File: config.mk
export PLATFORM = sky130hd
export DESIGN_NAME = mem_cmd_sequencer_flat
export DESIGN_NICKNAME = d
export VERILOG_FILES = /design/src/rtl/mem_seq_pkg.sv /design/src/rtl/mem_cmd_sequencer_if.sv /design/src/rtl/mem_rsp_slot.sv /design/src/rtl/mem_cmd_sequencer.sv /design/src/flat_wrapper.sv
export SDC_FILE = /design/constraint.sdc
export NUM_CORES = 1
export LEC_CHECK = 0
export ABC_AREA = 1
export CAP_MARGIN = 20
export CORE_UTILIZATION = 48
export DETAILED_ROUTE_END_ITERATION = 7
export GPL_TIMING_DRIVEN = 0
export PLACE_DENSITY = 0.94
export SETUP_SLACK_MARGIN = 0.1
export SKIP_CTS_REPAIR_TIMING = 1
export SYNTH_ARGS = -nofsm -noshare
export SYNTH_HDL_FRONTEND = slang
export SYNTH_SLANG_ARGS = --single-unit
File: constraint.sdc
create_clock -name clk -period 2.6 [get_ports clk]
set_input_delay 0.65 -clock clk [delete_from_list [all_inputs] [get_ports clk]]
set_output_delay 0.65 -clock clk [all_outputs]
set_load 0.02 [all_outputs]
File: src/rtl/mem_seq_pkg.sv
// Shared types and constants for the memory command sequencer.
//   cmd_op_e : host command opcodes carried on cmd_op
//   rw_e     : memory rw strobe encoding
//   state_e  : sequencer FSM states
//   ERR_*    : err_code values
//   MODE_*   : memory mode field shared with the memory block
package mem_seq_pkg;

    typedef enum logic [1:0] {
        OP_NOP     = 2'd0,
        OP_WRITE   = 2'd1,
        OP_READ    = 2'd2,
        OP_SETMODE = 2'd3
    } cmd_op_e;

    typedef enum logic [1:0] {
        RW_IDLE  = 2'd0,
        RW_WRITE = 2'd1,
        RW_READ  = 2'd2
    } rw_e;

    typedef enum logic [2:0] {
        S_IDLE     = 3'd0,
        S_WR       = 3'd1,
        S_RD       = 3'd2,
        S_RD_CAP   = 3'd3,
        S_MODE_RST = 3'd4
    } state_e;

    localparam logic [1:0] ERR_NONE     = 2'd0;
    localparam logic [1:0] ERR_BANK     = 2'd1;
    localparam logic [1:0] ERR_TO_FULL  = 2'd2;
    localparam logic [1:0] ERR_TO_EMPTY = 2'd3;

    localparam int         MODE_W       = 3;
    localparam logic [2:0] MODE_DEFAULT = 3'd0;

    localparam logic [1:0] BANK_ILLEGAL = 2'd3;

    // One-hot chip enable for a legal bank index; the illegal bank maps to 0.
    function automatic logic [2:0] bank_onehot(input logic [1:0] bank);
        bank_onehot = 3'b001 << bank;
    endfunction

endpackage

File: src/rtl/mem_cmd_sequencer_if.sv
// Host-side bus of the memory command sequencer.
//   cmd_*  : command offer (valid/ready), opcode, bank, write data, mode
//   rsp_*  : read response (valid/ready) with data
//   err_*  : one-cycle error pulse with code
// master = command issuer / response consumer, slave = sequencer.
interface mem_cmd_sequencer_if #(
    parameter int DW = 32
);
    logic          cmd_valid;
    logic          cmd_ready;
    logic [1:0]    cmd_op;
    logic [1:0]    cmd_bank;
    logic [DW-1:0] cmd_data;
    logic [2:0]    cmd_mode;
    logic          rsp_valid;
    logic          rsp_ready;
    logic [DW-1:0] rsp_data;
    logic          err_valid;
    logic [1:0]    err_code;

    modport master (
        output cmd_valid, cmd_op, cmd_bank, cmd_data, cmd_mode, rsp_ready,
        input  cmd_ready, rsp_valid, rsp_data, err_valid, err_code
    );

    modport slave (
        input  cmd_valid, cmd_op, cmd_bank, cmd_data, cmd_mode, rsp_ready,
        output cmd_ready, rsp_valid, rsp_data, err_valid, err_code
    );
endinterface

File: src/rtl/mem_rsp_slot.sv
// Single-entry valid/ready response register.
//   clk, reset           : clock, synchronous active-high reset
//   fill, fill_data      : load a new entry
//   rsp_ready            : consumer takes the entry
//   rsp_valid, rsp_data  : entry state
// A fill and a drain in the same cycle leave the slot full with the new data.
module mem_rsp_slot #(
    parameter int DW = 32
) (
    input  logic          clk,
    input  logic          reset,
    input  logic          fill,
    input  logic [DW-1:0] fill_data,
    input  logic          rsp_ready,
    output logic          rsp_valid,
    output logic [DW-1:0] rsp_data
);

    always_ff @(posedge clk) begin
        if (reset) begin
            rsp_valid <= 1'b0;
            rsp_data  <= '0;
        end else begin
            rsp_valid <= fill | (rsp_valid & ~rsp_ready);
            if (fill) begin
                rsp_data <= fill_data;
            end
        end
    end

endmodule

File: src/rtl/mem_cmd_sequencer.sv
// Upstream driver for the multi-mode memory block.
//   clk, reset : clock, synchronous active-high reset
//   bus        : host command / response / error bus (slave side)
//   Din, mode_in, chip_en, rw, mem_reset : memory stimulus
//   Dout, full, empty                    : memory status / read data
//
// state      | meaning
// -----------+---------------------------------------------------------
// S_IDLE     | ready for a command
// S_WR       | waiting for full==0, then one write strobe
// S_RD       | waiting for empty==0 and a free response slot, one read strobe
// S_RD_CAP   | memory presents Dout; captured into the response slot
// S_MODE_RST | one-cycle memory reset with the new mode applied
module mem_cmd_sequencer
    import mem_seq_pkg::*;
#(
    parameter int DW      = 32,
    parameter int TIMEOUT = 16,
    parameter int CW      = 5
) (
    input  logic                clk,
    input  logic                reset,
    mem_cmd_sequencer_if.slave  bus,
    output logic [DW-1:0]       Din,
    output logic [2:0]          mode_in,
    output logic [2:0]          chip_en,
    output logic [1:0]          rw,
    output logic                mem_reset,
    input  logic [DW-1:0]       Dout,
    input  logic                full,
    input  logic                empty
);

    localparam logic [CW-1:0] STALL_LIMIT = CW'(TIMEOUT - 1);

    state_e        state_q, state_d;
    logic [CW-1:0] stall_q, stall_d;
    logic [1:0]    bank_q;
    logic [DW-1:0] data_q;
    logic [DW-1:0] din_q;
    logic [2:0]    mode_q;
    logic          err_valid_q;
    logic [1:0]    err_code_q;

    logic          accept;
    logic          mode_load;
    logic          wr_strobe;
    logic          err_set;
    logic [1:0]    err_code_d;
    logic          slot_fill;
    logic          slot_free;
    rw_e           rw_c;
    logic [2:0]    chip_en_c;
    cmd_op_e       op;

    assign op        = cmd_op_e'(bus.cmd_op);
    assign accept    = bus.cmd_valid & bus.cmd_ready;
    assign slot_free = ~bus.rsp_valid | bus.rsp_ready;

    always_comb begin
        state_d    = state_q;
        stall_d    = stall_q;
        rw_c       = RW_IDLE;
        chip_en_c  = 3'b000;
        wr_strobe  = 1'b0;
        mode_load  = 1'b0;
        err_set    = 1'b0;
        err_code_d = ERR_NONE;
        slot_fill  = 1'b0;

        unique case (state_q)
            S_IDLE: begin
                if (accept && op != OP_NOP) begin
                    if (bus.cmd_bank == BANK_ILLEGAL) begin
                        err_set    = 1'b1;
                        err_code_d = ERR_BANK;
                    end else begin
                        unique case (op)
                            OP_WRITE: begin
                                state_d = S_WR;
                                stall_d = '0;
                            end
                            OP_READ: begin
                                state_d = S_RD;
                                stall_d = '0;
                            end
                            OP_SETMODE: begin
                                state_d   = S_MODE_RST;
                                mode_load = 1'b1;
                            end
                            default: state_d = S_IDLE;
                        endcase
                    end
                end
            end

            S_WR: begin
                if (!full) begin
                    rw_c      = RW_WRITE;
                    chip_en_c = bank_onehot(bank_q);
                    wr_strobe = 1'b1;
                    state_d   = S_IDLE;
                end else if (stall_q == STALL_LIMIT) begin
                    err_set    = 1'b1;
                    err_code_d = ERR_TO_FULL;
                    state_d    = S_IDLE;
                end else begin
                    stall_d = stall_q + CW'(1);
                end
            end

            S_RD: begin
                if (!empty && slot_free) begin
                    rw_c      = RW_READ;
                    chip_en_c = bank_onehot(bank_q);
                    state_d   = S_RD_CAP;
                end else if (empty && stall_q == STALL_LIMIT) begin
                    err_set    = 1'b1;
                    err_code_d = ERR_TO_EMPTY;
                    state_d    = S_IDLE;
                end else if (stall_q != STALL_LIMIT) begin
                    // Saturates so a long slot stall cannot wrap, and a
                    // later empty stall at the limit times out at once.
                    stall_d = stall_q + CW'(1);
                end
            end

            S_RD_CAP: begin
                slot_fill = 1'b1;
                state_d   = S_IDLE;
            end

            S_MODE_RST: begin
                state_d = S_IDLE;
            end

            default: state_d = S_IDLE;
        endcase
    end

    always_ff @(posedge clk) begin
        if (reset) begin
            state_q     <= S_IDLE;
            stall_q     <= '0;
            bank_q      <= '0;
            data_q      <= '0;
            din_q       <= '0;
            mode_q      <= MODE_DEFAULT;
            err_valid_q <= 1'b0;
            err_code_q  <= ERR_NONE;
        end else begin
            state_q     <= state_d;
            stall_q     <= stall_d;
            err_valid_q <= err_set;
            err_code_q  <= err_code_d;
            if (accept) begin
                bank_q <= bus.cmd_bank;
                data_q <= bus.cmd_data;
            end
            if (mode_load) begin
                mode_q <= bus.cmd_mode;
            end
            if (wr_strobe) begin
                din_q <= data_q;
            end
        end
    end

    mem_rsp_slot #(.DW(DW)) u_rsp_slot (
        .clk       (clk),
        .reset     (reset),
        .fill      (slot_fill),
        .fill_data (Dout),
        .rsp_ready (bus.rsp_ready),
        .rsp_valid (bus.rsp_valid),
        .rsp_data  (bus.rsp_data)
    );

    // Strobes are gated by reset so a command caught mid-flight never
    // reaches the memory while reset is asserted.
    assign rw        = reset ? RW_IDLE : rw_c;
    assign chip_en   = reset ? 3'b000 : chip_en_c;
    assign Din       = reset ? '0 : (wr_strobe ? data_q : din_q);
    assign mode_in   = mode_q;
    assign mem_reset = reset | (state_q == S_MODE_RST);

    assign bus.cmd_ready = ~reset & (state_q == S_IDLE);
    assign bus.err_valid = err_valid_q;
    assign bus.err_code  = err_code_q;

endmodule

File: src/flat_wrapper.sv
// flat-port wrapper written by rule: the top's interface ports become plain ports
module mem_cmd_sequencer_flat import mem_seq_pkg::*;
#(
    parameter int DW      = 32,
    parameter int TIMEOUT = 16,
    parameter int CW      = 5
)
  (clk, reset, Din, mode_in, chip_en, rw, mem_reset, Dout, full, empty, bus_cmd_valid, bus_cmd_op, bus_cmd_bank, bus_cmd_data, bus_cmd_mode, bus_rsp_ready, bus_cmd_ready, bus_rsp_valid, bus_rsp_data, bus_err_valid, bus_err_code);
  mem_cmd_sequencer_if #(.DW(DW)) bus_i ();
  input  logic clk;
  input  logic reset;
  output logic [DW-1:0] Din;
  output logic [2:0] mode_in;
  output logic [2:0] chip_en;
  output logic [1:0] rw;
  output logic mem_reset;
  input  logic [DW-1:0] Dout;
  input  logic full;
  input  logic empty;
  input wire logic [$bits(bus_i.cmd_valid)-1:0] bus_cmd_valid;
  input wire logic [$bits(bus_i.cmd_op)-1:0] bus_cmd_op;
  input wire logic [$bits(bus_i.cmd_bank)-1:0] bus_cmd_bank;
  input wire logic [$bits(bus_i.cmd_data)-1:0] bus_cmd_data;
  input wire logic [$bits(bus_i.cmd_mode)-1:0] bus_cmd_mode;
  input wire logic [$bits(bus_i.rsp_ready)-1:0] bus_rsp_ready;
  output wire logic [$bits(bus_i.cmd_ready)-1:0] bus_cmd_ready;
  output wire logic [$bits(bus_i.rsp_valid)-1:0] bus_rsp_valid;
  output wire logic [$bits(bus_i.rsp_data)-1:0] bus_rsp_data;
  output wire logic [$bits(bus_i.err_valid)-1:0] bus_err_valid;
  output wire logic [$bits(bus_i.err_code)-1:0] bus_err_code;
  assign bus_i.cmd_valid = bus_cmd_valid;
  assign bus_i.cmd_op = bus_cmd_op;
  assign bus_i.cmd_bank = bus_cmd_bank;
  assign bus_i.cmd_data = bus_cmd_data;
  assign bus_i.cmd_mode = bus_cmd_mode;
  assign bus_i.rsp_ready = bus_rsp_ready;
  assign bus_cmd_ready = bus_i.cmd_ready;
  assign bus_rsp_valid = bus_i.rsp_valid;
  assign bus_rsp_data = bus_i.rsp_data;
  assign bus_err_valid = bus_i.err_valid;
  assign bus_err_code = bus_i.err_code;
  mem_cmd_sequencer #(.DW(DW), .TIMEOUT(TIMEOUT), .CW(CW)) u_core (.clk(clk), .reset(reset), .bus(bus_i), .Din(Din), .mode_in(mode_in), .chip_en(chip_en), .rw(rw), .mem_reset(mem_reset), .Dout(Dout), .full(full), .empty(empty));
endmodule
==> results.rst, run 1 <==
.. list-table::
   :header-rows: 1

   * - Metric
     - Value
   * - Final cell area excluding filler cells
     - 0.007321 sq mm
   * - Pin count of the biggest net entering global routing
     - 17
   * - Total nets after synthesis
     - 624
   * - Post-Route Skew
     - 0.01027 ns
   * - Number of global-route vias before repair
     - 4580
   * - Cell Area, Placed
     - 0.005986 sq mm
   * - Initial antenna violation count
     - 0
   * - Buffer depth of the longest clock path
     - 2
   * - Number of setup violations in the final report
     - 29
   * - Clock buffer count from CTS
     - 17
   * - Average vias per placed instance
     - 5.523
   * - Outcome
     - finished, violations left
   * - Iteration count of the initial detailed-routing pass
     - 5
   * - Flip-flop and latch count after synthesis
     - 113
   * - Total number of H-tree levels
     - 4
   * - Crit share post-route
     - 1.049
   * - Routability congestion estimate
     - 0.8558
   * - Fraction of final layout cells with drive strength greater than 1
     - 0.2640
   * - Main area contributors after synthesis
     - dfxtp_1 52%, o21ai_0 11%, a21oi_1 8.8%, nor2_1 7.9%, inv_1 4.3%
   * - Height of the die
     - 96.86 um
   * - Hpwl dp
     - 8.823 mm
   * - IR Drop Worst-Case VDD
     - 574.9 uV
   * - Startpoint type of the worst setup path
     - flip-flop
   * - Smallest setup slack after layout
     - -0.1261 ns
   * - Max-cap violations
     - 0
   * - Number of antenna cells inserted
     - 0
   * - Later-pin clock latency in the skew report
     - 0.52 ns
   * - Count of buffers from port buffering
     - 153
   * - Worst EP arrival
     - 2.08 ns
   * - Final layout net count
     - 820
   * - Post-synth ARST share
     - 0
   * - Leakage Power
     - 2.925 nW
   * - Row Count
     - 34
   * - Tightest Pin Transition
     - 0.4331 ns
   * - Violated checks
     - negative setup slack
   * - Most common cell after layout, fill and taps aside
     - clkdlybuf4s50_1
   * - Number of fillers in the final layout
     - 485
   * - Netlist area before placement
     - 0.004319 sq mm
   * - Count of pins on the block boundary
     - 155
   * - Average instance area after synthesis
     - 7.984 sq um
   * - Class of the most critical hold timing path
     - input port to flip-flop
   * - Largest fanout on the critical path
     - 6
   * - Final worst path period need
     - 2.726 ns
   * - TritonCTS clock tree
     - built
   * - Mapped Cells
     - 541
   * - Final hold violation count
     - 0
   * - RSZ-0062 raised after global routing
     - true
   * - Top-area cell type share of the netlist area
     - 0.5238
   * - Number of clock sinks
     - 113
   * - DRC errors left
     - 0
   * - Initial standard-cell utilization of the core
     - 0.4953
   * - Total core area
     - 0.008721 sq mm
   * - Headroom to the max-slew limit
     - 0.7113
   * - Gr ovfl total
     - 0
   * - Path type of the worst setup path
     - flip-flop to output port
   * - Number of distinct library cells after synthesis
     - 27
   * - Number of DRC violations after detailed-routing iteration 0
     - 281
   * - Total wire length after detailed routing
     - 16.06 mm
   * - Most used cells in the layout excluding fill and tap cells
     - 113 x clkdlybuf4s50_1, 111 x dfxtp_1, 89 x nor2_1, 75 x o21ai_0, 48 x inv_1
   * - Start point of the critical path
     - u_core.state_q[0]$_SDFFE_PP0P_
   * - Worst reg2reg startpoint
     - u_core.state_q[1]$_SDFFE_PP0P_
   * - Post-route ant nets
     - 0
   * - Number of flops mapped to enable cells by yosys
     - 0
   * - First-pass GRT wire length
     - 20.69 mm
   * - Sequential fraction of the synthesis area
     - 0.5238
   * - Most used flip-flop cell after synthesis
     - dfxtp_1
   * - Largest area contributor in the netlist
     - dfxtp_1
   * - Total number of vias
     - 4739
   * - Total power of the final layout
     - 6.721 mW
   * - Chip Width
     - 96.86 um
   * - Clock-pin transition on the worst setup and hold timing paths
     - 0.06 ns
   * - CTS Root Buffer Type
     - clkbuf_8
   * - Endpoint required time on the critical path
     - 1.95 ns
   * - Startpoint of the worst hold path
     - reset
   * - Die area
     - 0.009382 sq mm
   * - Yosys warns
     - 0
   * - Worst Setup End Kind
     - output port
   * - Fin. max-slew vios
     - 0
   * - Post-detailed-route wirelength per cell
     - 18.72 um
   * - Maximum clock frequency
     - 366.8 MHz
   * - Power per cell area
     - 918.1 mW/mm^2
   * - Area Overhead vs Synth
     - 69.50%
   * - Global-route total usage across every layer
     - 0.2738
[synth_stat cells, types with 3 or more instances]
cell type and instances:
nor2_4 3, nor2_1 91, nand3_1 14, inv_2 5, dfxtp_1 113, buf_6 7, nor2_2 3, ha_1 6
inv_1 49, buf_2 12, o21ai_0 92, nand2_1 26, a21oi_1 76, nand2_2 3, clkbuf_1 13, o21ai_1 11
[kinds of logic after synthesis]
kind of cell,after synthesis,synth area share
adder cells (fa/ha/maj),6,0.01738
flip-flops,113,0.5238
AO/OA/AOI/OAI,182,0.2123
XOR/XNOR,1,0.002028
AND/OR/NAND/NOR,150,0.1501
buffers and inverters,89,0.09444
[worst paths after layout]
check,endpoint,cells past startpoint,slack [ns]
min,u_core.u_rsp_slot.rsp_valid$_SDFF_PP0_,2,0.44
min reg2reg,u_core.data_q[8]$_SDFFE_PP0P_,2,0.49
max reg2reg,u_core.data_q[14]$_SDFFE_PP0P_,8,0.88
max,Din[19],9,-0.13
[sequential cells by signal, indices dropped and copies added (netlist names)]
register                     count
u_core.din_q                    32
u_core.state_q                   3
u_core.mode_in                   3
u_core.u_rsp_slot.rsp_valid      1
u_core.bus.err_valid             1
u_core.u_rsp_slot.rsp_data      32
u_core.stall_q                   5
u_core.data_q                   32
u_core.bus.err_code              2
u_core.bank_q                    2
[per-layer routing]
layer  part of all wire  global-route usage  vias up
met5                  0                   0        -
met4              0.034             0.09874        0
met1               0.37              0.2916     2222
met3              0.079             0.09032       58
met2               0.52              0.5000      291
li1                   -                   -     2168
[stage by stage]
stage	worst slack (ns)	cells	setup TNS (ns)	utilization	hold WS [ns]
final	-0.1261	858	-1.405	0.8395	0.4404
after global routing	-0.2134	858	-3.134	0.8395	0.4524
after CTS	-0.8063	834	-25.68	0.7504	0.4521
after detailed placement	-0.7824	802	-24.84	0.6864	0.4431
after global placement	-0.7273	802	-23.56	0.6864	0.4378
after floorplan	0.1565	541	0	-	0.4297
[power breakdown]
| group | switching, mW | internal [mW] | leakage (nW) |
|---|---|---|---|
| Clock | 0.897 | 1.30 | 0.261 |
| Combinational | 1.27 | 0.984 | 1.74 |
| Sequential | 0.189 | 2.08 | 0.922 |
| Total | 2.36 | 4.36 | 2.92 |
[layout make-up]
class,count,area [sq um],area share
inverters,54,212.7,0.02905
clock buffers,18,427.9,0.05845
flip-flops and latches,113,2267,0.3097
multi-input cells,339,2047,0.2796
repair buffers,177,1795,0.2453
plain buffers,35,305.3,0.04170
well taps,108,135.1,0.01846
clock inverters,14,130.1,0.01777
[critical path, cell delays in order (launching register included)]
cell and delay (ns):
dfxtp_4 0.39, inv_4 0.05, nor2_4 0.13, nand3b_4 0.14
inv_8 0.11, buf_8 0.14, clkbuf_16 0.15, o21ai_1 0.09
a21oi_2 0.17, buf_4 0.17
No activity file was read; power rests on OpenSTA's default activity.
==> run 2, diff against run 1 <==
--- a/config.mk
+++ b/config.mk
@@ -7,10 +7,10 @@
 export LEC_CHECK = 0
 export ABC_AREA = 1
 export CAP_MARGIN = 20
-export CORE_UTILIZATION = 48
+export CORE_UTILIZATION = 45
 export DETAILED_ROUTE_END_ITERATION = 7
 export GPL_TIMING_DRIVEN = 0
-export PLACE_DENSITY = 0.94
+export PLACE_DENSITY = 0.89
 export SETUP_SLACK_MARGIN = 0.1
 export SKIP_CTS_REPAIR_TIMING = 1
 export SYNTH_ARGS = -nofsm -noshare
==> constraint.sdc (replaced) <==
create_clock -name clk -period 2.61 [get_ports clk]
set_input_delay 0.6525 -clock clk [delete_from_list [all_inputs] [get_ports clk]]
set_output_delay 0.6525 -clock clk [all_outputs]
set_load 0.02 [all_outputs]
==> results.rst, run 2 (same netlist as run 1, synthesis figures left out) <==
.. list-table::
   :header-rows: 1

   * - Metric
     - Value
   * - Later-pin clock latency in the skew report
     - 0.52 ns (about the same)
   * - Count of buffers from port buffering
     - 153 (unchanged)
   * - Most Crowded Layer GR
     - met2
   * - Fraction of final layout cells with drive strength greater than 1
     - 0.2361 (-0.02791)
   * - M1 GR Usage
     - 0.2840 (-0.007697)
   * - Clock network power share
     - 0.332 (+0.005)
   * - Most used cells in the layout excluding fill and tap cells
     - 111 x clkdlybuf4s50_1, 111 x dfxtp_1, 90 x nor2_1, 84 x o21ai_0, 47 x inv_1
   * - Start point of the critical path
     - u_core.state_q[0]$_SDFFE_PP0P_
   * - Class of the most critical hold timing path
     - flip-flop to flip-flop
   * - Final cell area excluding filler cells
     - 0.007056 sq mm (-3.6%)
   * - TritonCTS clock tree
     - built
   * - Final hold violation count
     - 0 (unchanged)
   * - Startpoint type of the worst setup path
     - flip-flop
   * - Gr ovfl total
     - 0 (unchanged)
   * - Final worst path period need
     - 2.621 ns
   * - Crit share post-route
     - 1.004
   * - Number of antenna cells inserted
     - 0 (unchanged)
   * - Path type of the worst setup path
     - flip-flop to output port
   * - Largest fanout on the critical path
     - 6 (unchanged)
   * - Fin. max-slew vios
     - 0 (unchanged)
   * - Smallest setup slack after layout
     - -0.01073 ns (+0.1154 ns)
   * - Max-cap violations
     - 0 (unchanged)
   * - Buffer depth of the longest clock path
     - 2 (unchanged)
   * - Area Overhead vs Synth
     - 63.35%
   * - R2r setup slk
     - 0.83 ns (-0.05 ns)
   * - Clock buffer count from CTS
     - 17 (unchanged)
   * - Internal power contribution
     - 4.198 mW (-3.8%)
   * - Violated checks
     - negative setup slack
   * - Global-route total usage across every layer
     - 0.2552 (-0.01860)
   * - Total core area
     - 0.009284 sq mm (+6.5%)
   * - Net switching component of the power
     - 2.186 mW (-7.3%)
   * - Final layout net count
     - 807 (-1.6%)
   * - Worst reg2reg endpoint
     - u_core.stall_q[1]$_SDFFE_PP0P_
   * - Largest registers
     - u_core.data_q: 32 flops, u_core.din_q: 32 flops, u_core.u_rsp_slot.rsp_data: 32 flops
   * - Worst EP arrival
     - 1.97 ns (-0.11 ns)
   * - Routability congestion estimate
     - 0.8549 (-0.11%)
   * - Tightest Pin Transition
     - 0.4181 ns (-0.01496 ns)
   * - Clock-pin transition on the worst setup and hold timing paths
     - 0.06 ns (about the same)
   * - Sw Ratio
     - 0.3424 (-0.008532)
   * - Number of clock sinks
     - 113 (unchanged)
   * - Number of global-route vias before repair
     - 4242 (-7.4%)
   * - Total power of the final layout
     - 6.384 mW (-5.0%)
   * - Leakage Power
     - 2.839 nW (-2.9%)
   * - IR Drop Worst-Case VDD
     - 540.0 uV (-6.1%)
   * - Post-detailed-route wirelength per cell
     - 16.11 um (-14%)
   * - Iteration count of the initial detailed-routing pass
     - 5 (unchanged)
   * - Worst R2R Path Depth
     - 10 (+2)
   * - Row Count
     - 35 (+2.9%)
   * - Worst reg2reg startpoint
     - u_core.stall_q[0]$_SDFFE_PP0P_
   * - Average vias per placed instance
     - 5.154 (-6.7%)
   * - Pin count of the biggest net entering global routing
     - 17 (unchanged)
   * - First-pass GRT wire length
     - 19.87 mm (-4.0%)
   * - Post-Route Skew
     - 0.01399 ns (+0.003720 ns)
   * - Endpoint required time on the critical path
     - 1.96 ns (about the same)
   * - Power per cell area
     - 904.8 mW/mm^2 (-1.5%)
   * - Critical Path End
     - Din[15]
   * - Worst Setup End Kind
     - output port
   * - Total wire length after detailed routing
     - 13.96 mm (-13%)
   * - Number of DRC violations after detailed-routing iteration 0
     - 227 (-19%)
   * - Headroom to the max-slew limit
     - 0.7212 (+0.009975)
   * - Reg power frac
     - 0.348 (+0.011)
   * - Count of pins on the block boundary
     - 155 (unchanged)
   * - Outcome
     - finished, violations left
   * - DRC errors left
     - 0 (unchanged)
   * - Cell Area, Placed
     - 0.006012 sq mm (+0.44%)
   * - Maximum clock frequency
     - 381.6 MHz
   * - Met3 Resource Use GR
     - 0.07242 (-0.01789)
   * - Total number of H-tree levels
     - 4 (unchanged)
   * - Hpwl dp
     - 8.979 mm (+1.8%)
   * - Chip Width
     - 99.97 um (+3.2%)
   * - Die area
     - 0.009994 sq mm (+6.5%)
   * - GR met2 Demand/Resource
     - 0.4621 (-0.03793)
   * - Initial standard-cell utilization of the core
     - 0.4652 (-0.03004)
   * - Initial antenna violation count
     - 0 (unchanged)
   * - CTS Root Buffer Type
     - clkbuf_8
   * - Number of fillers in the final layout
     - 651 (+34%)
   * - Relative contribution of combinational cells to total power
     - 0.320 (-0.016)
   * - RSZ-0062 raised after global routing
     - true
   * - Worst slack at placement
     - -0.7575 ns (+0.02489 ns)
   * - Number of setup violations in the final report
     - 1 (-97%)
   * - Total number of vias
     - 4463 (-5.8%)
   * - Height of the die
     - 99.97 um (+3.2%)
   * - Post-route ant nets
     - 0 (unchanged)
## run 2: changes by cell type in the layout (fill, tap and decap cells not counted), sizes merged
cell,previous run,this run
bufinv,1,0
clkinvlp,5,3
clkinv,3,4
clkdlybuf4s50,113,111
buf,70,62
clkbuf,42,39
dlymetal6s2s,5,7
## run 2: layer usage
| layer | share of wire | vias to the layer above |
|---|---|---|
| met5 | 0 | - |
| met2 | 0.52 | 213 |
| met1 | 0.39 | 2080 |
| met4 | 0.020 | 0 |
| li1 | - | 2142 |
| met3 | 0.073 | 28 |
## run 2: layout make-up
cell class,count,area [sq um],area share
Multi-Input combinational cell,339,1974,0.2798
Sequential cell,113,2267,0.3213
Tap cell,129,161.4,0.02288
Clock inverter,12,97.59,0.01383
Timing Repair Buffer,164,1622,0.2298
Clock buffer,20,455.4,0.06455
Inverter,54,210.2,0.02979
Buffer,35,267.8,0.03795
## run 2: worst max-delay path, stage by stage, from the launching register on
cell and delay (ns):
dfxtp_4 0.38, inv_4 0.04, nor2_4 0.14, nand3b_4 0.13, inv_6 0.10, buf_8 0.13
buf_8 0.15, o21ai_2 0.07, a21oi_2 0.15, buf_4 0.17
## run 2: worst min-delay path by stage
stage,slack [ns],endpoint,cells after the start,startpoint
2_1_floorplan,0.43,u_core.data_q[10]$_SDFFE_PP0P_,2,u_core.data_q[10]$_SDFFE_PP0P_
3_3_place_gp,0.44,u_core.data_q[19]$_SDFFE_PP0P_,2,u_core.data_q[19]$_SDFFE_PP0P_
3_5_place_dp,0.45,u_core.data_q[29]$_SDFFE_PP0P_,2,u_core.data_q[29]$_SDFFE_PP0P_
4_1_cts,0.46,u_core.data_q[29]$_SDFFE_PP0P_,2,u_core.data_q[29]$_SDFFE_PP0P_
5_1_grt,0.49,u_core.data_q[0]$_SDFFE_PP0P_,2,u_core.data_q[0]$_SDFFE_PP0P_
6_report,0.46,u_core.data_q[31]$_SDFFE_PP0P_,2,u_core.data_q[31]$_SDFFE_PP0P_
## run 2: power by group through the flow
stage          logic, mW  clock network [mW]  registers, mW
2_1_floorplan      0.920                   0           2.30
3_3_place_gp        1.65                   0           2.20
3_5_place_dp        1.72                   0           2.22
4_1_cts             1.73                2.13           2.19
5_1_grt             2.20                2.22           2.25
6_report            2.04                2.12           2.22
## run 2: stage by stage
step,cells,utilization,hold WS [ns],setup TNS [ns]
6_report,866,0.7600,0.4609,-0.01073
5_1_grt,866,0.7600,0.4876,-0.6111
4_1_cts,855,0.7071,0.4551,-25.74
3_5_place_dp,823,0.6476,0.4470,-24.56
3_3_place_gp,823,0.6476,0.4389,-24.30
2_1_floorplan,541,-,0.4297,0
